===== src/rtl/regbank_pkg.sv =====
// Shared types and sizes for the 16-entry register-file write side.
package regbank_pkg;

  localparam int ADDR_W   = 4;
  localparam int NUM_REGS = 16;

  typedef logic [ADDR_W-1:0] reg_idx_t;

  typedef enum logic [1:0] {
    IDLE  = 2'd0,
    CLEAR = 2'd1,
    DONE  = 2'd2
  } state_t;

endpackage


===== src/rtl/decoder4_16.sv =====
// 4-to-16 one-hot decoder; all outputs low when en is low.
module decoder4_16
  import regbank_pkg::*;
(
  input  logic                en,
  input  reg_idx_t            sel,
  output logic [NUM_REGS-1:0] onehot
);

  always_comb begin
    onehot = '0;
    if (en) onehot[sel] = 1'b1;
  end

endmodule


===== src/rtl/reg_write_bank.sv =====
// Write side of the 16-entry register file: handshaked writes plus a one-entry-per-cycle clear sweep.
// Build option: REG_WRITE_BANK_ZERO_REG_EN makes entry 15 a hardwired zero.
module reg_write_bank
  import regbank_pkg::*;
#(
  parameter int WIDTH = 64
) (
  input  logic                      clk,
  input  logic                      reset,
  input  logic                      wr_valid,
  output logic                      wr_ready,
  input  logic [ADDR_W-1:0]         wr_addr,
  input  logic [WIDTH-1:0]          wr_data,
  input  logic                      clr_req,
  output logic                      clr_busy,
  output logic                      clr_done,
  output logic [NUM_REGS-1:0]       wr_onehot,
  output logic [NUM_REGS*WIDTH-1:0] regs_out,
  output state_t                    state_dbg
);

  // Handshake: a write transfers on a rising edge where wr_valid && wr_ready;
  // wr_ready never depends on wr_valid, and the source holds addr/data until then.

  state_t              state_q, state_d;
  reg_idx_t            ptr_q;
  logic                run_q;
  logic                wr_accept;
  logic                dec_en;
  reg_idx_t            dec_sel;
  logic [NUM_REGS-1:0] dec_onehot;
  logic [NUM_REGS-1:0] wr_en_vec;
  logic                clearing;

  always_ff @(posedge clk or posedge reset) begin
    if (reset) begin
      state_q <= IDLE;
      ptr_q   <= '0;
      run_q   <= 1'b0;
    end else begin
      state_q <= state_d;
      run_q   <= 1'b1;
      if (state_q == IDLE) begin
        ptr_q <= '0;
      end else if (state_q == CLEAR && ptr_q != reg_idx_t'(NUM_REGS - 1)) begin
        ptr_q <= ptr_q + 1'b1;
      end
    end
  end

  // One decoder serves both the write port and the sweep pointer.
  always_comb begin
    state_d   = state_q;
    wr_ready  = 1'b0;
    wr_accept = 1'b0;
    dec_en    = 1'b0;
    dec_sel   = wr_addr;
    case (state_q)
      IDLE: begin
        wr_ready  = run_q && !clr_req;
        wr_accept = wr_valid && wr_ready;
        dec_en    = wr_accept;
        if (clr_req) state_d = CLEAR;
      end
      CLEAR: begin
        dec_en  = 1'b1;
        dec_sel = ptr_q;
        if (ptr_q == reg_idx_t'(NUM_REGS - 1)) state_d = DONE;
      end
      DONE: begin
        state_d = IDLE;
      end
      default: begin
        state_d = IDLE;
      end
    endcase
  end

  decoder4_16 u_dec (
    .en     (dec_en),
    .sel    (dec_sel),
    .onehot (dec_onehot)
  );

`ifdef REG_WRITE_BANK_ZERO_REG_EN
  assign wr_en_vec = dec_onehot & {1'b0, {(NUM_REGS-1){1'b1}}};
`else
  assign wr_en_vec = dec_onehot;
`endif

  assign clearing  = (state_q == CLEAR);
  assign wr_onehot = wr_en_vec;
  assign clr_busy  = (state_q != IDLE);
  assign clr_done  = (state_q == DONE);
  assign state_dbg = state_q;

  for (genvar i = 0; i < NUM_REGS; i++) begin : g_entry
    logic [WIDTH-1:0] entry_q;

    always_ff @(posedge clk or posedge reset) begin
      if (reset) begin
        entry_q <= '0;
      end else if (wr_en_vec[i]) begin
        entry_q <= clearing ? '0 : wr_data;
      end
    end

`ifdef REG_WRITE_BANK_ZERO_REG_EN
    assign regs_out[i*WIDTH +: WIDTH] = (i == NUM_REGS - 1) ? '0 : entry_q;
`else
    assign regs_out[i*WIDTH +: WIDTH] = entry_q;
`endif
  end

endmodule

===== config.mk =====
export PLATFORM = sky130hd
export DESIGN_NAME = reg_write_bank
export DESIGN_NICKNAME = d
export VERILOG_FILES = /design/src/rtl/regbank_pkg.sv /design/src/rtl/decoder4_16.sv /design/src/rtl/reg_write_bank.sv
export SDC_FILE = /design/constraint.sdc
export NUM_CORES = 2
export LEC_CHECK = 0
export BUFFER_PORTS_ARGS = -buffer_cell sky130_fd_sc_hd__buf_4
export CAP_MARGIN = 20
export CORE_AREA = 2 2 435 437
export CTS_BUF_LIST = sky130_fd_sc_hd__clkbuf_2 sky130_fd_sc_hd__clkbuf_4 sky130_fd_sc_hd__clkbuf_8
export DETAILED_ROUTE_END_ITERATION = 10
export DIE_AREA = 0 0 437 439
export MAX_ROUTING_LAYER = met4
export PLACE_DENSITY = 0.46
export SETUP_SLACK_MARGIN = 0.2
export SLEW_MARGIN = 20
export SYNTH_ARGS = -nofsm -noshare
export SYNTH_HDL_FRONTEND = slang
export SYNTH_SLANG_ARGS = --single-unit

===== constraint.sdc =====
create_clock -name clk -period 51.8 [get_ports clk]
set_input_delay 15.54 -clock clk [delete_from_list [all_inputs] [get_ports clk]]
set_output_delay 15.54 -clock clk [all_outputs]
set_load 0.02 [all_outputs]

==> flow_metrics.py <==
metrics = {
    "worst_setup_path": {
        "start_kind": "input port",
        "worstPathMaxFanout": 26,
        "path_class": "input port to output port",
        "required_ns": 36.26,
        "endpoint_kind": "output port",
        "worstPathArrival_ns": 18.06,
    },
    "synthesis": {
        "post-synth-top-area-cell": "dfrtp_1",
        "post-synth-top-area-fraction": 0.6432,
        "ys_seq_elements": 1031,
        "syn_area_per_cell_um2": 16.87,
        "synth_cell_types": 34,
        "yosysWarnings": 0,
        "synthesis.area_mm2": 0.04011,
        "synthTopCellsByArea": "dfrtp_1, mux2_2, mux2_4",
        "syn_inst": 2378,
        "syn-num-nets": 2451,
        "seq_area_frac_synth": 0.6432,
    },
    "die": {
        "rows": 159,
        "io_pins": 1117,
        "dieArea_mm2": 0.1918,
        "die_y_um": 439,
        "start_util": 0.2145,
        "core_mm2": 0.1870,
        "die_w_um": 437,
    },
    "sta": {
        "max_freq_mhz": 29.77,
        "setup_violations": 0,
        "fin_skew_ns": 0.06577,
        "drv_slew": 0,
        "fin_setup_tns_ns": 0,
        "worstMarginPinSlew_ns": 1.189,
        "final-hold-violation-count": 0,
        "rsz0062_at_grt": "false",
        "fin_crit_ns": 33.60,
        "fin_ws_ns": 18.20,
        "max_slew_margin": 0.2072,
        "fin_crit_sh": 0.6486,
    },
    "layout": {
        "finish.instance_area_mm2": 0.05517,
        "fin_nets": 3644,
        "drive_gt1_frac": 0.6889,
        "synthToLayoutAreaGrowth_pct": 37.55,
    },
    "cts": {
        "postCtsHoldBufs": 0,
        "h-tree-depth": 4,
        "cts_setup_buffers": 0,
        "root_buffer": "clkbuf_8",
        "ctsResizeCount": 0,
        "cts_made_buffers": 191,
        "clock-sinks": 1031,
        "clk_latency_ns": 0.95,
        "cts_tree": "built",
        "path_clk_slew_ns": 0.05,
        "clockBufferDepth": 3,
    },
    "detailed_routing": {
        "ant_nets": 0,
        "firstDrtPassIters": 4,
        "wirelength_mm": 169.0,
        "post-route-drc-count": 0,
        "drt_iter0_drc": 1093,
        "vias": 25657,
        "detail_route.vias_per_cell": 4.126,
        "post_drt_wl_per_cell_um": 27.19,
    },
    "global_routing": {
        "antenna_found_initial": 14,
        "grt_pass1_vias": 27028,
        "grt_overflow_total": 0,
        "grt_pass1_wl_mm": 228.8,
        "track_usage": 0.1761,
        "grt_max_degree": 148,
    },
    "power": {
        "p_leak_uw": 0.02914,
        "fin_total_pwr_uw": 3889,
        "powerDensity_mw_per_mm2": 70.49,
        "irDropWorstVdd_uv": 31.82,
    },
    "placed_design": {
        "place.gp.congestion": 0.8089,
        "place_ws_ns": 18.09,
        "port_buffers": 1116,
        "hpwl_mm": 114.3,
        "placed_area_mm2": 0.05106,
    },
    "min_path": {
        "min_path_type": "register to register",
    },
    "outcome": {
        "outcome": "finished, final reports clean",
    },
    "job": {
        "drv_cap": 0,
    },
}
-- where the power goes --
| group | total (µW) | leakage (µW) | internal, µW | switching (µW) |
|---|---|---|---|---|
| sequential | 1260 | 0.0141 | 1100 | 162 |
| clock | 846 | 0.00218 | 476 | 370 |
| combinational | 1780 | 0.0128 | 732 | 1050 |
-- final timing paths --
check | start | endpoint | slack (ns) | cells after the start
hold / removal | g_entry[15].entry_q[27] | g_entry[15].entry_q[27] | 0.49 | 1
min in group asynchronous | reset | g_entry[6].entry_q[54] | 14.74 | 2
setup reg to reg | state_dbg[1] | g_entry[13].entry_q[50] | 47.64 | 6
setup / recovery | clr_req | wr_onehot[4] | 18.20 | 6
hold reg to reg | g_entry[15].entry_q[27] | g_entry[15].entry_q[27] | 0.49 | 1
max in group asynchronous | reset | g_entry[15].entry_q[23] | 32.77 | 7
-- placed cells by master (no fill, tap or decap), drive strengths merged --
cell,netlist,layout
a21o,1,1
a21oi,3,3
a31oi,4,4
a41oi,1,1
and2,64,64
and3,1,1
and4bb,2,2
buf,116,1187
bufinv,0,4
clkbuf,71,304
clkinv,0,18
clkinvlp,0,4
conb,1,1
dfrtp,1031,1031
diode,0,7
ha,1,1
inv,12,20
mux2,1026,1026
mux2i,2,2
nand2,7,7
nand2b,2,2
nor2,7,7
nor2b,3,3
nor3,11,11
nor4b,1,1
nor4bb,1,1
o31a,1,1
o31ai,3,3
or2,1,1
or3,5,5
-- metal layers --
metal | global-route usage | wire length (µm)
met1 | 0.1969 | 65860
met3 | 0.04626 | 10080
met4 | 0.06974 | 6717
met2 | 0.2988 | 86390
met5 | - | 0
-- flip-flops by register name, summed over array words and instances, names as in the netlist --
signal           cells
run_q                1
ptr_q                4
state_dbg            2
g_entry.entry_q   1024
-- cell type report --
class,instances,area (µm²)
Sequential cell,1031,25800
Clock inverter,34,346.6
Fill cell,19146,131800
Clock buffer,304,3727
Antenna cell,7,17.52
Timing Repair Buffer,1187,8944
Tap cell,2495,3122
Multi-Input combinational cell,1148,13160
Inverter,12,52.55
-- kinds of logic after synthesis --
| family | after synthesis | synth area share |
|---|---|---|
| flops | 1031 | 0.6432 |
| buf+inv | 199 | 0.03110 |
| mux | 1028 | 0.3061 |
| simple gates | 105 | 0.01681 |
| other cells | 1 | 0.00009350 |
| compound gates | 13 | 0.002371 |
| fa+ha+maj | 1 | 0.0003119 |
-- Yosys cell counts (all sizes together) --
cell,count
a31oi,4
o31ai,3
a21oi,3
nand2,7
nor2,7
o31a,1
nand2b,2
nor2b,3
buf,116
inv,12
or3,5
nor3,11
dfrtp,1031
a41oi,1
clkbuf,71
a21o,1
and4bb,2
and2,64
mux2,1026
nor4b,1
and3,1
or2,1
mux2i,2
nor4bb,1
ha,1
conb,1
-- through the flow --
step                hold WS (ns)  utilization  instances
floorplan                 0.5342            -       2378
global placement          0.4753       0.2730       5872
detailed placement        0.4822       0.2731       5872
CTS                       0.4952       0.2948       6210
global route              0.5137       0.2950       6216
finish                    0.4899       0.2950       6218
-- worst max-delay path, cell delays in order --
cell and delay [ns]:
buf_4 0.11, nand2b_1 0.15, o31a_2 0.51, nor3_4 0.86
buf_4 0.56, buf_4 0.24
Power figures use the tool's default switching activity.
